File: config.mk
export PLATFORM = sky130hd
export DESIGN_NAME = ws_input_feeder
export DESIGN_NICKNAME = d
export VERILOG_FILES = /design/src/rtl/ws_input_feeder.sv
export SDC_FILE = /design/constraint.sdc
export NUM_CORES = 1
export LEC_CHECK = 0
export ABC_AREA = 1
export CAP_MARGIN = 10
export CORE_UTILIZATION = 43
export DETAILED_ROUTE_END_ITERATION = 16
export MAX_ROUTING_LAYER = met4
export PLACE_DENSITY = 0.8
export SLEW_MARGIN = 40
export SYNTH_ARGS = -nofsm -noshare
export SYNTH_HDL_FRONTEND = slang
export SYNTH_SLANG_ARGS = --single-unit
export TNS_END_PERCENT = 100
File: constraint.sdc
create_clock -name clk -period 9.55 [get_ports clk]
set_input_delay 2.865 -clock clk [delete_from_list [all_inputs] [get_ports clk]]
set_output_delay 2.865 -clock clk [all_outputs]
set_load 0.01 [all_outputs]
File: src/rtl/ws_input_feeder.sv
// ws_input_feeder: buffers a weight tile, strobes it into the PE array, then streams diagonally skewed activations and drains with zeros.
module ws_input_feeder #(
  parameter int bit_width = 8,
  parameter int ROWS      = 4,
  parameter int COLS      = 4,
  parameter int CNT_W     = 16
) (
  input  logic                            clk,
  input  logic                            rst,
  input  logic                            start,
  input  logic [CNT_W-1:0]                num_vec,
  input  logic                            wt_valid,
  output logic                            wt_ready,
  input  logic [COLS*bit_width-1:0]       wt_row,
  input  logic                            act_valid,
  output logic                            act_ready,
  input  logic [ROWS*bit_width-1:0]       act_vec,
  output logic                            pe_control,
  output logic [ROWS*COLS*bit_width-1:0]  pe_wt,
  output logic [ROWS*bit_width-1:0]       pe_data,
  output logic                            busy,
  output logic                            done
);
  localparam int IW = ROWS > 1 ? $clog2(ROWS) : 1;
  localparam int DW = $clog2(ROWS + COLS);
  typedef enum logic [2:0] {IDLE, WLOAD, WAPPLY, STREAM, DRAIN} state_t;
  state_t state, state_n;
  logic [IW-1:0] idx;
  logic [CNT_W-1:0] remaining;
  logic [DW-1:0] dcnt;
  logic wt_acc, act_acc, last_row, drain_end;
  assign wt_ready   = state == WLOAD;
  assign act_ready  = state == STREAM && remaining != '0;
  assign wt_acc     = wt_valid && wt_ready;
  assign act_acc    = act_valid && act_ready;
  assign last_row   = idx == IW'(ROWS - 1);
  assign drain_end  = dcnt == DW'(ROWS + COLS - 2);
  assign pe_control = state == WAPPLY;
  assign busy       = state != IDLE;
  assign done       = state == DRAIN && drain_end;
  always_comb begin
    state_n = state;
    unique case (state)
      IDLE:    state_n = start ? WLOAD : IDLE;
      WLOAD:   state_n = (wt_acc && last_row) ? WAPPLY : WLOAD;
      WAPPLY:  state_n = remaining == '0 ? DRAIN : STREAM;
      STREAM:  state_n = (act_acc && remaining == CNT_W'(1)) ? DRAIN : STREAM;
      DRAIN:   state_n = drain_end ? IDLE : DRAIN;
      default: state_n = IDLE;
    endcase
  end
  always_ff @(posedge clk or posedge rst) begin
    if (rst) begin
      state     <= IDLE;
      idx       <= '0;
      remaining <= '0;
      dcnt      <= '0;
      pe_wt     <= '0;
    end else begin
      state <= state_n;
      if (state == IDLE && start) begin
        remaining <= num_vec;
        idx       <= '0;
      end
      if (wt_acc) idx <= idx + IW'(1);
      if (act_acc) remaining <= remaining - CNT_W'(1);
      dcnt <= state == DRAIN ? dcnt + DW'(1) : '0;
      for (int r = 0; r < ROWS; r++)
        if (wt_acc && idx == IW'(r)) pe_wt[r*COLS*bit_width +: COLS*bit_width] <= wt_row;
    end
  end
  // Lane r has r skew stages ahead of its output stage; non-accept cycles inject zeros.
  for (genvar r = 0; r < ROWS; r++) begin : g_lane
    logic [bit_width-1:0] sr [r+1];
    always_ff @(posedge clk or posedge rst) begin
      if (rst) begin
        for (int k = 0; k <= r; k++) sr[k] <= '0;
      end else begin
        sr[0] <= act_acc ? act_vec[r*bit_width +: bit_width] : '0;
        for (int k = 1; k <= r; k++) sr[k] <= sr[k-1];
      end
    end
    assign pe_data[r*bit_width +: bit_width] = sr[r];
  end
endmodule

==> key figures, run 1 <==
Run status
  • Status: completed

Placement
  • Final GP Congestion: 0.804
  • Post-DP Area: 11,200 um2
  • Setup WS pre-CTS: approximately 4600 ps
  • Post-DP HPWL: 13,500 um
  • Buffers on Ports: between 200 and 250
  • Total placed cells including tap cells: between 1,000 and 1,500

Setup path
  • Buf/Inv on CP: 3
  • Startpoint types: register
  • Setup CP Type: reg -> out
  • Crit-path max FO: 6
  • Worst path cell trace: inv_1 > ha_1 > nand2_2 > nor2_4 > nand2_2 > nand2_1 > inv_1 > clkdlybuf4s50_1
  • R2R Setup Slk: about 7100 ps
  • Critical Path AT: 2230 ps
  • CP required: 6690 ps
  • Crit. End Element: output pin
  • Slowest Stage Delay on Critical Path: roughly 460 ps
  • Family with the most delay on the worst path: buffers and inverters
  • CP max stage cell: clkdlybuf4s50_1

Pwr
  • Cell internal pwr: 2.51 mW
  • Final Power: between 3 and 4 mW
  • Switching share of power: roughly a third
  • Combinational power share: between 30% and 40%
  • NetSw: roughly 1.2 mW
  • Clock network power share: 24.8%
  • PwrDens: 309 nW/um2
  • P_leak: 5.91 nW
  • Peak supply drop: between 150 and 200 uV
  • Seq pwr share: between 40% and 50%

Timing
  • Fin crit period: ~5100 ps
  • Worst Skew: ~9.9 ps
  • Worst Tran Pin Value: about 850 ps
  • Worst slew margin relative to its limit: ~43%
  • Final Max Slew Viols: 0
  • Max Clock Freq: about 200 MHz
  • Final worst slack: between 4000 and 5000 ps
  • Hold slack final: around 340 ps
  • Setup violators final: 0
  • Period utilisation layout: between 50% and 60%
  • Final hold violation count: 0
  • Unrepaired setup endpoints after global routing: false
  • Total Neg Setup Slack: 0 ps

Cells and area
  • Non-filler cells, final: between 1,000 and 1,500
  • Most frequent cells in the layout: clkdlybuf4s50_1 (249), dfrtp_1 (232), nand2_1 (227)
  • Multi-input logic area: about 2200 um2
  • Core Util, Final: approximately 60%
  • Antenna Cells: 0
  • Final Instance Area: between 10,000 and 15,000 um2
  • Most common cell after layout, fill and taps aside: clkdlybuf4s50_1
  • Filler instances: approximately 1,600
  • FF+latch area: 5810 um2
  • Nets: ~1,200
  • Share of layout cells above drive strength 1: about 5.3%
  • Synthesis-to-layout area growth: 37.9%

Drt
  • Post-route DRC: 0
  • Vias: 6,512
  • DR iter-0 viols: ~290
  • Total routed wirelength: ~20,000 um
  • 1st-pass router iterations: 5
  • Routed vias/inst: around 4.8
  • Drt wl/cell: roughly 15 um
  • Routed Antenna Nets: 0

Synthesis
  • Post-synthesis cell type count: 23
  • Top post-synthesis cells by area: dfrtp_1 (67%), nand2_1 (9.8%), o21ai_0 (6.7%)
  • Synth warn: 0
  • Top-area cell type share of the netlist area: 66.6%
  • Seq/Total Area, Yosys: 66.6%
  • Syn nets: 962
  • #FFs+latches synth: between 200 and 250
  • Syn Area/Cell: roughly 10 um2
  • Dominant cell type by area after synthesis: dfrtp_1
  • Cell Area, Synth: roughly 8700 um2
  • Post-Syn Instances: around 870

Hold path
  • Worst hold path type: reg -> reg

Floorplanning
  • Die width: 144 um
  • I/O pins: 250
  • Number of cell rows: between 50 and 60
  • Core Footprint: slightly below 20,000 um2
  • Die ar.: roughly 21,000 um2
  • Die Span Y: roughly 140 um
  • Initial core utilization: ~44%

Global route
  • Largest net degree at the start of global routing: ~160
  • GRT Overall Usage: about a fifth
  • Initial antenna violation count: 0
  • Vias in the first global route: between 6,000 and 7,000
  • Grt ovf: 0
  • Global-route wire length before repair: approximately 31,000 um

CTS
  • CTS tree: built
  • CTS Buffer Depth: 3
  • Hold-fix buffers at CTS: 0
  • Clock sink count: 232
  • Postcts setup bufs: 0
  • CTS Buf Count: 24
  • Clk_lat worst skew: ~500 ps
  • Worst-path clk slew: ~60 ps
  • Max H-tree Level: 1
  • Root buffer selected by CTS: clkbuf_16
  • Post_cts resized: 0

Job
  • Max-cap violations: 0
==> per-layer routing <==
| layer | GRT usage [%] | up-vias | share of wire [%] | routed length [um] |
|---|---|---|---|---|
| met5 | - | - | 0 | 0 |
| li1 | - | 3122 | - | - |
| met3 | 4.30 | 45 | 7.6 | 1540 |
| met1 | 23.7 | 3093 | 40 | 8120 |
| met2 | 33.0 | 252 | 50 | 10100 |
| met4 | 7.20 | 0 | 2.4 | 495 |
==> synthesized netlist by cell type (all sizes together) <==
cell type,count
buf,47
clkbuf,12
dfrtp,232
ha,8
inv,91
nand2,234
nand3,29
nand3b,2
nand4,1
nor2,63
nor3,3
o211ai,1
o21ai,139
xnor2,3
xor2,4
==> power by group through the flow <==
| stage | sequential [mW] | combinational, mW | clock, mW |
|---|---|---|---|
| floorplan | 1.60 | 0.503 | 0 |
| global placement | 1.49 | 1.26 | 0 |
| detailed placement | 1.51 | 1.30 | 0 |
| CTS | 1.50 | 1.31 | 0.947 |
| global route | 1.53 | 1.44 | 0.991 |
| finish | 1.49 | 1.30 | 0.923 |
==> logic make-up after synthesis <==
| logic type | Yosys count | share of synthesized area [%] |
|---|---|---|
| xor+xnor | 7 | 0.704 |
| flops | 232 | 66.6 |
| simple gates | 332 | 15.3 |
| fa+ha+maj | 8 | 1.15 |
| compound gates | 140 | 8.07 |
| buf+inv | 150 | 8.11 |
==> path summary, 6_finish.rpt <==
check / start / depth (start not counted) / to
min in group asynchronous: rst / 2 / g_lane[0].sr[5]$_DFF_PP0_
hold / removal: g_lane[1].sr[10]$_DFF_PP0_ / 0 / pe_data[10]$_DFF_PP0_
setup reg to reg: state[0]$_DFF_PP0_ / 7 / remaining[14]$_DFFE_PP0P_
hold reg to reg: g_lane[1].sr[10]$_DFF_PP0_ / 0 / pe_data[10]$_DFF_PP0_
max in group asynchronous: rst / 3 / pe_wt[65]$_DFFE_PP0P_
setup / recovery: remaining[0]$_DFFE_PP0P_ / 8 / act_ready
==> flip-flops by register name (all words and copies together), names as in the netlist <==
signal,cells
pe_wt,128
g_lane.sr,56
pe_data,24
remaining,16
dcnt,3
state,3
idx,2
==> cell type report <==
| type | count | area share (%) |
|---|---|---|
| multi-input cells | 487 | 18.4 |
| inverters | 91 | 2.98 |
| clock buffers | 30 | 5.61 |
| repair buffers | 252 | 21.0 |
| flip-flops and latches | 232 | 48.3 |
| clock inverters | 11 | 0.968 |
| well taps | 265 | 2.76 |
Note: power is estimated with default switching activity, not from simulation.
==> run 2, diff against run 1 <==
--- a/config.mk
+++ b/config.mk
@@ -7,10 +7,10 @@
 export LEC_CHECK = 0
 export ABC_AREA = 1
 export CAP_MARGIN = 10
-export CORE_UTILIZATION = 43
+export CORE_UTILIZATION = 48
 export DETAILED_ROUTE_END_ITERATION = 16
 export MAX_ROUTING_LAYER = met4
-export PLACE_DENSITY = 0.8
+export PLACE_DENSITY = 0.85
 export SLEW_MARGIN = 40
 export SYNTH_ARGS = -nofsm -noshare
 export SYNTH_HDL_FRONTEND = slang
==> constraint.sdc (replaced) <==
create_clock -name clk -period 5 [get_ports clk]
set_input_delay 1.5 -clock clk [delete_from_list [all_inputs] [get_ports clk]]
set_output_delay 1.5 -clock clk [all_outputs]
set_load 0.01 [all_outputs]
==> run 2 against run 1 <==
Against the previous run:
- clock power increased by 110%
- sequential power increased by 92%
- critical path depth unchanged
- critical path type unchanged
==> key figures, run 2 (synthesized netlist as in run 1, its figures left out) <==
Run status
  • Status: completed

Timing
  • Worst Tran Pin Value: just over 700 ps
  • Setup violators final: 0
  • Worst Skew: about 14 ps
  • Period utilisation layout: 75.0%
  • Worst slew margin relative to its limit: approximately half
  • Final Max Slew Viols: 0
  • Max Clock Freq: between 200 and 300 MHz
  • Unrepaired setup endpoints after global routing: false
  • Fin crit period: ~3700 ps
  • Final hold violation count: 0
  • Total Neg Setup Slack: 0 ps

CTS
  • Root buffer selected by CTS: clkbuf_16
  • CTS tree: built
  • Clk_lat worst skew: about 500 ps
  • CTS Buf Count: 24
  • Worst-path clk slew: approximately 60 ps
  • Post_cts resized: 0
  • Clock sink count: between 200 and 250
  • Postcts setup bufs: 0
  • CTS Buffer Depth: 3
  • Max H-tree Level: 1
  • Hold-fix buffers at CTS: 0

Placement
  • Final GP Congestion: ~0.86
  • Total placed cells including tap cells: between 1,000 and 1,500
  • Buffers on Ports: about 250
  • Post-DP Area: roughly 11,000 um2
  • Post-DP HPWL: approximately 13,000 um

Drt
  • Top layer in use: met4
  • Total routed wirelength: ~20,000 um
  • Met3 WL: roughly 1600 um
  • Drt wl/cell: ~15 um
  • Routed vias/inst: 4.96
  • DR iter-0 viols: ~340
  • 1st-pass router iterations: 5
  • Wire length on met2: ~10,000 um
  • Met1 wire length: 8030 um
  • Routed Antenna Nets: 0
  • Post-route DRC: 0
  • Vias: about 6,600

Floorplanning
  • Die ar.: between 15,000 and 20,000 um2
  • I/O pins: 250
  • Initial core utilization: between 40% and 50%
  • Die Span Y: 137 um
  • Number of cell rows: 48
  • Core Footprint: 17,500 um2
  • Die width: between 100 and 150 um

Setup path
  • CP max stage cell: clkdlybuf4s50_1
  • Setup CP Type: reg -> out
  • CP required: 3500 ps
  • Worst path cell trace: inv_1 > ha_1 > nand2_2 > nor2_4 > nand2_2 > nand2_1 > inv_1 > clkdlybuf4s50_1
  • Slowest Stage Delay on Critical Path: roughly 460 ps
  • Family with the most delay on the worst path: buffers and inverters
  • Startpoint types: register
  • Critical Path AT: roughly 2300 ps
  • Crit-path max FO: 6
  • Crit. End Element: output pin
  • Buf/Inv on CP: 3

Cells and area
  • Most frequent cells in the layout: clkdlybuf4s50_1 (249), dfrtp_1 (232), nand2_1 (227)
  • Nets: around 1,200
  • Reg with most FFs: pe_wt
  • Synthesis-to-layout area growth: 38.5%
  • Antenna Cells: 0
  • Most common cell after layout, fill and taps aside: clkdlybuf4s50_1
  • Final Instance Area: 12,100 um2
  • Non-filler cells, final: between 1,000 and 1,500
  • Max reg flops: approximately 130
  • Share of layout cells above drive strength 1: under 10%

Global route
  • Vias in the first global route: approximately 6,500
  • GRT Overall Usage: roughly 22%
  • Global-route wire length before repair: roughly 32,000 um
  • Initial antenna violation count: 0
  • Grt ovf: 0
  • Largest net degree at the start of global routing: 140

Job
  • Max-cap violations: 0

Pwr
  • PwrDens: ~600 nW/um2
  • Peak supply drop: roughly 400 uV
  • P_leak: just under 6 nW

Hold path
  • Worst hold path type: reg -> reg
==> run 2: cell types whose count changed in the layout (fill, tap and decap cells not counted), sizes merged <==
cell / change
clkinv: -6
inv: -2
bufinv: +2
buf: +1
clkbuf: +8
==> run 2: final timing paths <==
check | start | endpoint | slack [ps] | cells past startpoint
max in group asynchronous | rst | pe_wt[0]$_DFFE_PP0P_ | 2840 | 3
hold reg to reg | g_lane[1].sr[13]$_DFF_PP0_ | pe_data[13]$_DFF_PP0_ | 350 | 0
min in group asynchronous | rst | pe_wt[85]$_DFFE_PP0P_ | 1500 | 3
hold / removal | g_lane[1].sr[13]$_DFF_PP0_ | pe_data[13]$_DFF_PP0_ | 350 | 0
setup reg to reg | remaining[0]$_DFFE_PP0P_ | state[1]$_DFF_PP0_ | 2650 | 10
setup / recovery | remaining[0]$_DFFE_PP0P_ | act_ready | 1250 | 8
==> run 2: routing by layer <==
| metal | global-route usage, % | vias up |
|---|---|---|
| met2 | 38.2 | 264 |
| met3 | 4.11 | 36 |
| met4 | 5.74 | 0 |
| met5 | - | - |
| li1 | - | 3116 |
| met1 | 27.7 | 3186 |
==> run 2: where the power goes <==
group          leakage (nW)  internal (mW)  total (mW)  switching, mW
registers              3.02           2.49        2.86          0.369
clock network         0.422           1.22        1.91          0.687
logic                  2.51           1.26        2.49           1.23
==> run 2: stage by stage <==
stage	total power, mW	util (%)	worst slack [ps]	hold WS [ps]
detailed placement	5.36	63.9	1630	336
global route	7.70	68.8	1120	350
finish	7.25	68.8	1250	345
floorplan	4.01	-	464	331
CTS	7.31	68.8	1230	349
global placement	5.25	63.8	1670	331
==> run 2: layout make-up <==
type                       instances  area, um2
clock buffer                      38        744
clock inverter                     5        128
fill                            1266       5470
inverter                          91        345
multi-input combinational        487       2220
sequential                       232       5810
tap                              225        282
timing repair buffer             253       2550
